`src/rtl/i2s_tx_stream.sv`:
```
// i2s_tx_stream
//   Consumer end of the audio sample stream. Incoming signed fixed-point
//   samples are converted to AUDIO_W-bit two's-complement audio with
//   saturation, buffered in a small FIFO, and serialised as a mono I2S
//   stream (the same sample in the left and right slots). BCLK and LRCLK
//   are generated internally from clk.
//
// Ports
//   clk          system clock
//   rst_n        asynchronous active-low reset
//   x_data       input sample, signed Q(W-W_FRAC).W_FRAC
//   x_valid      input sample valid
//   x_ready      FIFO can accept a sample this cycle
//   i2s_bclk     bit clock (clk / (2*BCLK_DIV))
//   i2s_lrclk    word select, 0 = left, 1 = right
//   i2s_sd       serial data, MSB first, changes on BCLK falling edges
//   underflow    one-clk pulse when a frame starts with the FIFO empty
//   fifo_level   current FIFO occupancy
module i2s_tx_stream #(
    parameter int W          = 32,
    parameter int W_FRAC     = 16,
    parameter int AUDIO_W    = 16,
    parameter int BCLK_DIV   = 8,
    parameter int FIFO_DEPTH = 4
) (
    input  logic                        clk,
    input  logic                        rst_n,
    input  logic [W-1:0]                x_data,
    input  logic                        x_valid,
    output logic                        x_ready,
    output logic                        i2s_bclk,
    output logic                        i2s_lrclk,
    output logic                        i2s_sd,
    output logic                        underflow,
    output logic [$clog2(FIFO_DEPTH):0] fifo_level
);

    localparam int DW = $clog2(BCLK_DIV);
    localparam int CW = $clog2(2 * AUDIO_W);
    localparam int SW = $clog2(AUDIO_W);
    localparam int PW = $clog2(FIFO_DEPTH);
    localparam int LW = PW + 1;

    localparam logic [DW-1:0]      DIV_LAST   = DW'(BCLK_DIV - 1);
    localparam logic [DW-1:0]      DIV_ONE    = DW'(1);
    localparam logic [CW-1:0]      C_LAST     = CW'(2 * AUDIO_W - 1);
    localparam logic [CW-1:0]      C_ONE      = CW'(1);
    localparam logic [CW-1:0]      C_SLOT     = CW'(AUDIO_W);
    localparam logic [CW-1:0]      C_LEFT_MSB = CW'(AUDIO_W - 1);
    localparam logic [CW-1:0]      C_LR_HI    = CW'(2 * AUDIO_W - 2);
    localparam logic [PW-1:0]      P_ONE      = PW'(1);
    localparam logic [LW-1:0]      L_ONE      = LW'(1);
    localparam logic [LW-1:0]      L_FULL     = LW'(FIFO_DEPTH);
    localparam logic [AUDIO_W-1:0] SAT_POS    = {1'b0, {(AUDIO_W-1){1'b1}}};
    localparam logic [AUDIO_W-1:0] SAT_NEG    = {1'b1, {(AUDIO_W-1){1'b0}}};

    // Registered state
    logic [DW-1:0]      div_q, div_d;
    logic               bclk_q, bclk_d;
    logic               lrclk_q, lrclk_d;
    logic               sd_q, sd_d;
    logic               underflow_q, underflow_d;
    logic [CW-1:0]      c_q, c_d;
    logic [AUDIO_W-1:0] sample_q, sample_d;
    logic [PW-1:0]      wr_ptr_q, wr_ptr_d;
    logic [PW-1:0]      rd_ptr_q, rd_ptr_d;
    logic [LW-1:0]      level_q, level_d;
    logic [AUDIO_W-1:0] mem_q [FIFO_DEPTH];

    // Combinational helpers
    logic                 push;
    logic                 pop;
    logic                 bclk_fall;
    logic [SW-1:0]        bit_sel;
    logic [AUDIO_W-1:0]   conv;
    logic [W-W_FRAC-1:0]  int_part;

    // Handshake: a sample transfers on every clk edge where x_valid and
    // x_ready are both high. x_ready depends only on the occupancy register,
    // never on x_valid, so there is no combinational path input -> ready.
    assign x_ready = (level_q != L_FULL);
    assign push    = x_valid & x_ready;

    // Fractional bits below the kept audio window are simply dropped.
    if (W_FRAC >= AUDIO_W) begin : g_low_bits
        logic unused_frac_bits;
        assign unused_frac_bits = ^x_data[W_FRAC-AUDIO_W:0];
    end

    // Keep the Q1.(AUDIO_W-1) window around the binary point. The integer
    // part must be a pure sign extension, otherwise the value is outside
    // [-1,1) and clamps to the rail selected by the sign bit.
    always_comb begin
        int_part = x_data[W-1:W_FRAC];
        conv     = x_data[W_FRAC -: AUDIO_W];
        if ((|int_part) && !(&int_part)) begin
            conv = x_data[W-1] ? SAT_NEG : SAT_POS;
        end
    end

    always_comb begin
        div_d       = div_q + DIV_ONE;
        bclk_d      = bclk_q;
        lrclk_d     = lrclk_q;
        sd_d        = sd_q;
        underflow_d = 1'b0;
        c_d         = c_q;
        sample_d    = sample_q;
        pop         = 1'b0;
        bit_sel     = '0;
        bclk_fall   = 1'b0;

        if (div_q == DIV_LAST) begin
            div_d     = '0;
            bclk_d    = ~bclk_q;
            bclk_fall = bclk_q;
        end

        // Every serial output moves only on the BCLK falling edge so the
        // receiver sees stable data on the rising edge.
        if (bclk_fall) begin
            c_d = (c_q == C_LAST) ? '0 : c_q + C_ONE;
            if (c_d == '0) begin
                // Whole samples only: the FIFO is read at frame start, so a
                // sample never straddles two frames.
                if (level_q != '0) begin
                    pop      = 1'b1;
                    sample_d = mem_q[rd_ptr_q];
                end else begin
                    sample_d    = '0;
                    underflow_d = 1'b1;
                end
            end
            // Left and right slots both send the same sample MSB first.
            if (c_d < C_SLOT) begin
                bit_sel = SW'(C_LEFT_MSB - c_d);
            end else begin
                bit_sel = SW'(C_LAST - c_d);
            end
            sd_d = sample_d[bit_sel];
            // LRCLK leads each slot MSB by one BCLK (I2S one-bit delay).
            lrclk_d = (c_d >= C_LEFT_MSB) && (c_d <= C_LR_HI);
        end

        wr_ptr_d = push ? wr_ptr_q + P_ONE : wr_ptr_q;
        rd_ptr_d = pop  ? rd_ptr_q + P_ONE : rd_ptr_q;
        case ({push, pop})
            2'b10:   level_d = level_q + L_ONE;
            2'b01:   level_d = level_q - L_ONE;
            default: level_d = level_q;
        endcase
    end

    always_ff @(posedge clk or negedge rst_n) begin
        if (!rst_n) begin
            div_q       <= '0;
            bclk_q      <= 1'b0;
            lrclk_q     <= 1'b1;
            sd_q        <= 1'b0;
            underflow_q <= 1'b0;
            c_q         <= C_LAST;
            sample_q    <= '0;
            wr_ptr_q    <= '0;
            rd_ptr_q    <= '0;
            level_q     <= '0;
        end else begin
            div_q       <= div_d;
            bclk_q      <= bclk_d;
            lrclk_q     <= lrclk_d;
            sd_q        <= sd_d;
            underflow_q <= underflow_d;
            c_q         <= c_d;
            sample_q    <= sample_d;
            wr_ptr_q    <= wr_ptr_d;
            rd_ptr_q    <= rd_ptr_d;
            level_q     <= level_d;
        end
    end

    // Sample storage needs no reset; the pointers define what is valid.
    always_ff @(posedge clk) begin
        if (push) begin
            mem_q[wr_ptr_q] <= conv;
        end
    end

    assign i2s_bclk   = bclk_q;
    assign i2s_lrclk  = lrclk_q;
    assign i2s_sd     = sd_q;
    assign underflow  = underflow_q;
    assign fifo_level = level_q;

endmodule

```
`config.mk`:
```
export PLATFORM = sky130hd
export DESIGN_NAME = i2s_tx_stream
export DESIGN_NICKNAME = d
export VERILOG_FILES = /design/src/rtl/i2s_tx_stream.sv
export SDC_FILE = /design/constraint.sdc
export NUM_CORES = 1
export LEC_CHECK = 0
export ABC_AREA = 1
export BUFFER_PORTS_ARGS = -buffer_cell sky130_fd_sc_hd__buf_2
export CORE_MARGIN = 5
export CORE_UTILIZATION = 45
export CTS_CLUSTER_DIAMETER = 80
export DETAILED_ROUTE_END_ITERATION = 10
export GPL_ROUTABILITY_DRIVEN = 1
export PLACE_DENSITY = 0.68
export SYNTH_ARGS = -nofsm -noshare
export SYNTH_HDL_FRONTEND = slang
export SYNTH_SLANG_ARGS = --single-unit
export TNS_END_PERCENT = 10
```
`constraint.sdc`:
```
create_clock -name clk -period 3.7 [get_ports clk]
set_input_delay 0.74 -clock clk [delete_from_list [all_inputs] [get_ports clk]]
set_output_delay 0.74 -clock clk [all_outputs]
set_load 0.01 [all_outputs]
```
# Word level (Yosys, flattened, before mapping)

Memory sizes are Yosys's and may differ from the RTL's.
Index checks and enable logic that the tools add are counted.

Bits in registers: 35
RAM bits: 64
Input bits: 35
Logic and storage cells: 59
Memories: 1

$add $sub $neg: 8
Order comparisons: 4
Equality and inequality tests: 5
Mux-type cells: 21
Bitwise gates (word level): 2
Reductions and logical operators: 8

Memory list:

| memory | depth | bits a word | read ports | clocked after memory_dff | write ports | line | RTL |
|---|---|---|---|---|---|---|---|
| mem_q  | 4     | 16          | 1          | 0                        | 1           | 68   | `logic [AUDIO_W-1:0] mem_q [FIFO_DEPTH];` |

Operators by type and width:

| cell                                                                  | number |
|---|---|
| 16-bit 2-to-1 mux                                                     | 5 |
| 16-bit AND reduction                                                  | 1 |
| 16-bit OR reduction                                                   | 1 |
| 1-bit 2-to-1 mux                                                      | 10 |
| 4-bit 2-to-1 mux                                                      | 2 |
| 4-bit subtractor, first input constant                                | 2 |
| 3-bit by 1-bit adder with 3-bit output, second input constant         | 2 |
| 3-bit case mux with 2 select lines                                    | 1 |
| 5-bit by 1-bit adder with 5-bit output, second input constant         | 1 |
| 5-bit == test, second input constant                                  | 1 |
| 5-bit by 4-bit >= comparator with 1-bit output, second input constant | 1 |
| 5-bit <= comparator, second input constant                            | 1 |
| 5-bit zero test                                                       | 1 |
| 4-bit by 5-bit < comparator with 1-bit output, second input constant  | 1 |
| 5-bit < comparator, second input constant                             | 1 |
| 5-bit 2-to-1 mux                                                      | 1 |
| 2-bit by 1-bit adder with 2-bit output, second input constant         | 2 |
| 1-bit binary-select mux with 4-bit select                             | 1 |
| 3-bit == test, second input constant                                  | 1 |
| 3-bit 2-to-1 mux                                                      | 1 |
| 3-bit inequality test, second input constant                          | 1 |
| 3-bit nonzero test                                                    | 1 |
| 3-bit by 1-bit subtractor with 3-bit output, second input constant    | 1 |
| 2-bit by 1-bit == test with 1-bit output, second input constant       | 1 |
| other kinds (6)                                                       | 7 |

# Longest topological paths before layout

Word-level depth: 7
Gate-level depth with buffers: 19
Mapped depth without buffers: 18

# Worst setup path before layout

No wires, ideal clock.

Path kind: flip-flop to flip-flop
Start point: reg c_q[0]
End point: reg level_q[2], in the netlist fifo_level[2]
Arrival: 2.787 ns
Path slack: 0.784 ns
Cell stages (with the launch flop): 19
Path through: dfstp_2 > ha_1 > nand2_1 > nor2_1 > ha_1 > inv_2 > nand2_2 > nand3_1 > nor2_4 > nand2_4 > nor2_4 > inv_2 > nor2_2 > ha_1 > inv_1 > fa_1 > a21oi_1 > o21ai_0 > xnor2_1

Longest elaborated chain between the ends: 7

RTL lines:

| element                                                                          | line | RTL |
|---|---|---|
| start, declared                                                                  | 63   | `logic [CW-1:0] c_q, c_d;` |
| start signal, assigned                                                           | 161  | `c_q <= C_LAST;` |
| start signal, assigned                                                           | 172  | `c_q <= c_d;` |
| 5-bit by 1-bit adder with 5-bit output / 5-bit == test (equally long branches)   | 122  | `c_d = (c_q == C_LAST) ? '0 : c_q + C_ONE;` |
| 5-bit 2-to-1 mux *                                                               | 122  |  |
| 5-bit zero test *                                                                | 123  | `if (c_d == '0) begin` |
| 1-bit 2-to-1 mux *                                                               | 123  |  |
| 1-bit 2-to-1 mux *                                                               | 121  | `if (bclk_fall) begin` |
| named net pop                                                                    | 72   | `logic pop;` |
| 2-bit by 1-bit == test with 1-bit output / 2-bit == test (equally long branches) | 147  | `case ({push, pop})` |
| 3-bit case mux with 2 select lines / 2-bit nonzero test (equally long branches)  | -    |  |
| end signal, assigned                                                             | 176  | `level_q <= level_d;` |
| end, declared                                                                    | 67   | `logic [LW-1:0] level_q, level_d;` |

The timed path passes the listed nets; every way through them passes the cells marked *.
A chain may end at the register's enable or synchronous reset.

# Worst setup path after layout

Same ends and word-level chain as after synthesis.

==> results.py <==
metrics = {
    "cts": {
        "insertion_delay_ns": 0.36,
        "cts_tree": "yes",
        "clk_pin_slew_worst_paths_ns": 0.09,
        "cts_hold_buf": 0,
        "cts_htree_levels": 3,
        "post_cts_buffers": 0,
        "clock-root-buffer": "clkbuf_8",
        "cts_resized": 0,
        "ctsLongestPathBuffers": 2,
        "cts_sinks": 99,
        "cts_buffers": 9,
    },
    "placed_design": {
        "place_inst": 647,
        "port_buffers": 41,
        "place_congestion": 0.8410,
        "dp_hpwl_mm": 5.801,
    },
    "synth": {
        "synth_nets": 526,
        "yosysUniqueCellTypes": 30,
        "yosysWarnings": 0,
        "synth_most_common_cell": "nand2_1",
        "yosysTopAreaCell": "edfxtp_1",
        "yosysTopAreaCellShare": 0.4157,
        "synth-seq-cells": 99,
        "synthCells": 481,
        "synthesis.area_um2": 4623,
        "synth_edf_count": 64,
        "ys_seq_area_frac": 0.6068,
        "ys_top_cells_by_count": "119 x nand2_1, 67 x nor2_1, 64 x edfxtp_1",
        "synth-main-ff-cell": "edfxtp_1",
        "syn_area_per_cell_um2": 9.612,
        "ys_top_cells_by_area": "edfxtp_1 42%, dfrtp_1 16%, nand2_1 9.7%, o21ai_0 5.8%, nor2_1 5.4%",
        "ys_async_sr_fraction": 0.3535,
    },
    "floorplanning": {
        "core_um2": 10180,
        "row_count": 37,
        "start_util": 0.4539,
        "io_pins": 43,
        "fp.dieArea_um2": 12400,
        "die_y_um": 111.4,
        "die_x_um": 111.4,
    },
    "route": {
        "drtIter0Drc": 194,
        "wl_per_cell_um": 13.01,
        "drc": 0,
        "routed_via_density": 4.928,
        "vias": 3267,
        "routed_wl_mm": 8.627,
        "drt_pass1_iterations": 4,
        "drtAntennaViolNets": 0,
    },
    "power_and_ir_drop": {
        "finalPower_w": 0.002551,
        "leakagePower_nw": 2.281,
        "ir_worst_vdd_uv": 210.9,
        "power_density_nw_per_um2": 493.4,
    },
    "timing": {
        "max_freq_ghz": 0.2999,
        "worst_pin_slew_ns": 0.8856,
        "post-route-period-util": 0.9013,
        "max_slew_margin": 0.4076,
        "slew_violations": 0,
        "final.setup.tns_ns": 0,
        "hold_violations": 0,
        "clock_skew_ns": 0.01083,
        "rsz0062_at_grt": "false",
        "setup_viol": 0,
        "period_needed_ns": 3.335,
    },
    "worst_setup_path": {
        "arrival_ns": 3.59,
        "slowest_stage": "dfstp_2",
        "crit_chain": "ha_1 > nand2_1 > nor2_1 > ha_1 > inv_2 > nand2_2 > nand3_1 > nor2_4 > nand2_4 > nor2_4 > inv_2 > nor2_2 > ha_1 > inv_1 > fa_1 > a21oi_1 > o21ai_0 > xnor2_1",
        "path_delay_family": "simple AND/OR/NAND/NOR gates",
        "cp_max_fo": 20,
        "endpoint_kind": "flip-flop",
        "crit_path_max_incr_delay_ns": 0.58,
        "critPathBufInv": 3,
        "crit_path_frequent_cell": "ha_1",
        "critPathKind": "reg -> reg",
        "worstPathRequired_ns": 3.95,
        "cp-start-kind": "flip-flop",
    },
    "status": {
        "status": "complete, no violations",
    },
    "global_routing": {
        "grt_usage": 0.1462,
        "grt_start_max_net_pins": 36,
        "antenna_found_initial": 0,
        "grt.overflow.total": 0,
        "grt_pass1_vias": 3161,
        "grt_pass1_wl_mm": 14.69,
    },
    "flow_run": {
        "drv_cap": 0,
    },
    "layout": {
        "area_growth_pct": 11.83,
        "antennaDiodeCount": 0,
        "drive_above_1_share": 0.1594,
        "final_cell_count_no_fill": 663,
        "fin_nets": 567,
    },
    "hold_path": {
        "hold_class": "reg -> reg",
    },
}
## worst reg2reg max path, stage by stage (launching register included)
cell     delay [ns]
dfstp_2        0.58
ha_1           0.17
nand2_1        0.08
nor2_1         0.11
ha_1           0.17
inv_2          0.06
nand2_2        0.11
nand3_1        0.13
nor2_4         0.14
nand2_4        0.15
nor2_4         0.13
inv_2          0.13
nor2_2         0.20
ha_1           0.17
inv_1          0.07
fa_1           0.39
a21oi_1        0.15
o21ai_0        0.12
xnor2_1        0.14
## cells in the final DEF, fill, tap and decap left out, types with 3 or more instances in the layout
cell type and n:
dfrtp_1 29, clkbuf_8 9, edfxtp_1 64, ha_1 9, nand3_1 16, nand2_1 119, inv_1 41, buf_2 41
buf_4 8, clkinv_1 4, inv_2 3, nor2_4 3, nand4_1 6, nor2_1 67, a21oi_1 21, o21ai_0 54
nor4_1 4, dfstp_2 6, xor2_1 3
## path summary, 6_finish.rpt
kind                       slack (ns)            end      from  cells past startpoint
min                              0.44       div_q[0]  div_q[0]                      1
max in group asynchronous        2.75      underflow     rst_n                      1
max                              0.37  fifo_level[2]    c_q[0]                     18
min in group asynchronous        0.45       div_q[0]     rst_n                      1
min reg2reg                      0.44       div_q[0]  div_q[0]                      1
max reg2reg                      0.37  fifo_level[2]    c_q[0]                     18
## where the power goes
part	total (W)	internal, W	switching, W
registers	0.00142	0.00136	0.0000596
logic	0.000411	0.000131	0.000279
clock network	0.000721	0.000375	0.000345
## flip-flops by register name, indices dropped and copies added (netlist names)
| register | count |
|---|---|
| c_q | 5 |
| div_q | 3 |
| fifo_level | 3 |
| i2s_bclk | 1 |
| i2s_lrclk | 1 |
| i2s_sd | 1 |
| mem_q | 64 |
| rd_ptr_q | 2 |
| sample_q | 16 |
| underflow | 1 |
| wr_ptr_q | 2 |
## per-stage QoR
stage	hold slack, ns	setup slack, ns	util	cell area [um^2]
finish	0.4370	0.3653	0.5076	5170
global route	0.4440	0.09609	0.5076	5170
CTS	0.4379	0.3766	0.5076	5170
detailed placement	0.4237	0.3817	0.4872	4962
global placement	0.4132	0.4606	0.4872	4962
floorplan	0.4031	0.7837	-	4623
## cells by family (layout without fill, tap and decap cells)
logic type,after synthesis,count (layout),share of synthesized area
buffers and inverters,65,111,0.05819
xor gates and xnor gates,5,5,0.009474
DFF,99,99,0.6068
and+or+nand+nor,224,224,0.2062
adders and majority gates,10,10,0.02869
AOI/OAI and AO/OA,78,78,0.09066
## layout make-up
class                      count  area, um^2
fill                         919        5015
tap                          136       170.2
timing repair buffer          49       265.3
clock buffer                  10       127.6
multi-input combinational    317        1549
clock inverter                 6       80.08
inverter                      46       172.7
sequential                    99        2805
## routing by layer
metal / GRT usage / wire (um) / up-vias
li1: - / - / 1665
met5: 0 / 0 / -
met1: 0.1892 / 3957 / 1522
met4: 0.05191 / 125 / 0
met3: 0.03261 / 393 / 10
met2: 0.2433 / 4150 / 70
No activity file was read; power rests on OpenSTA's default activity.
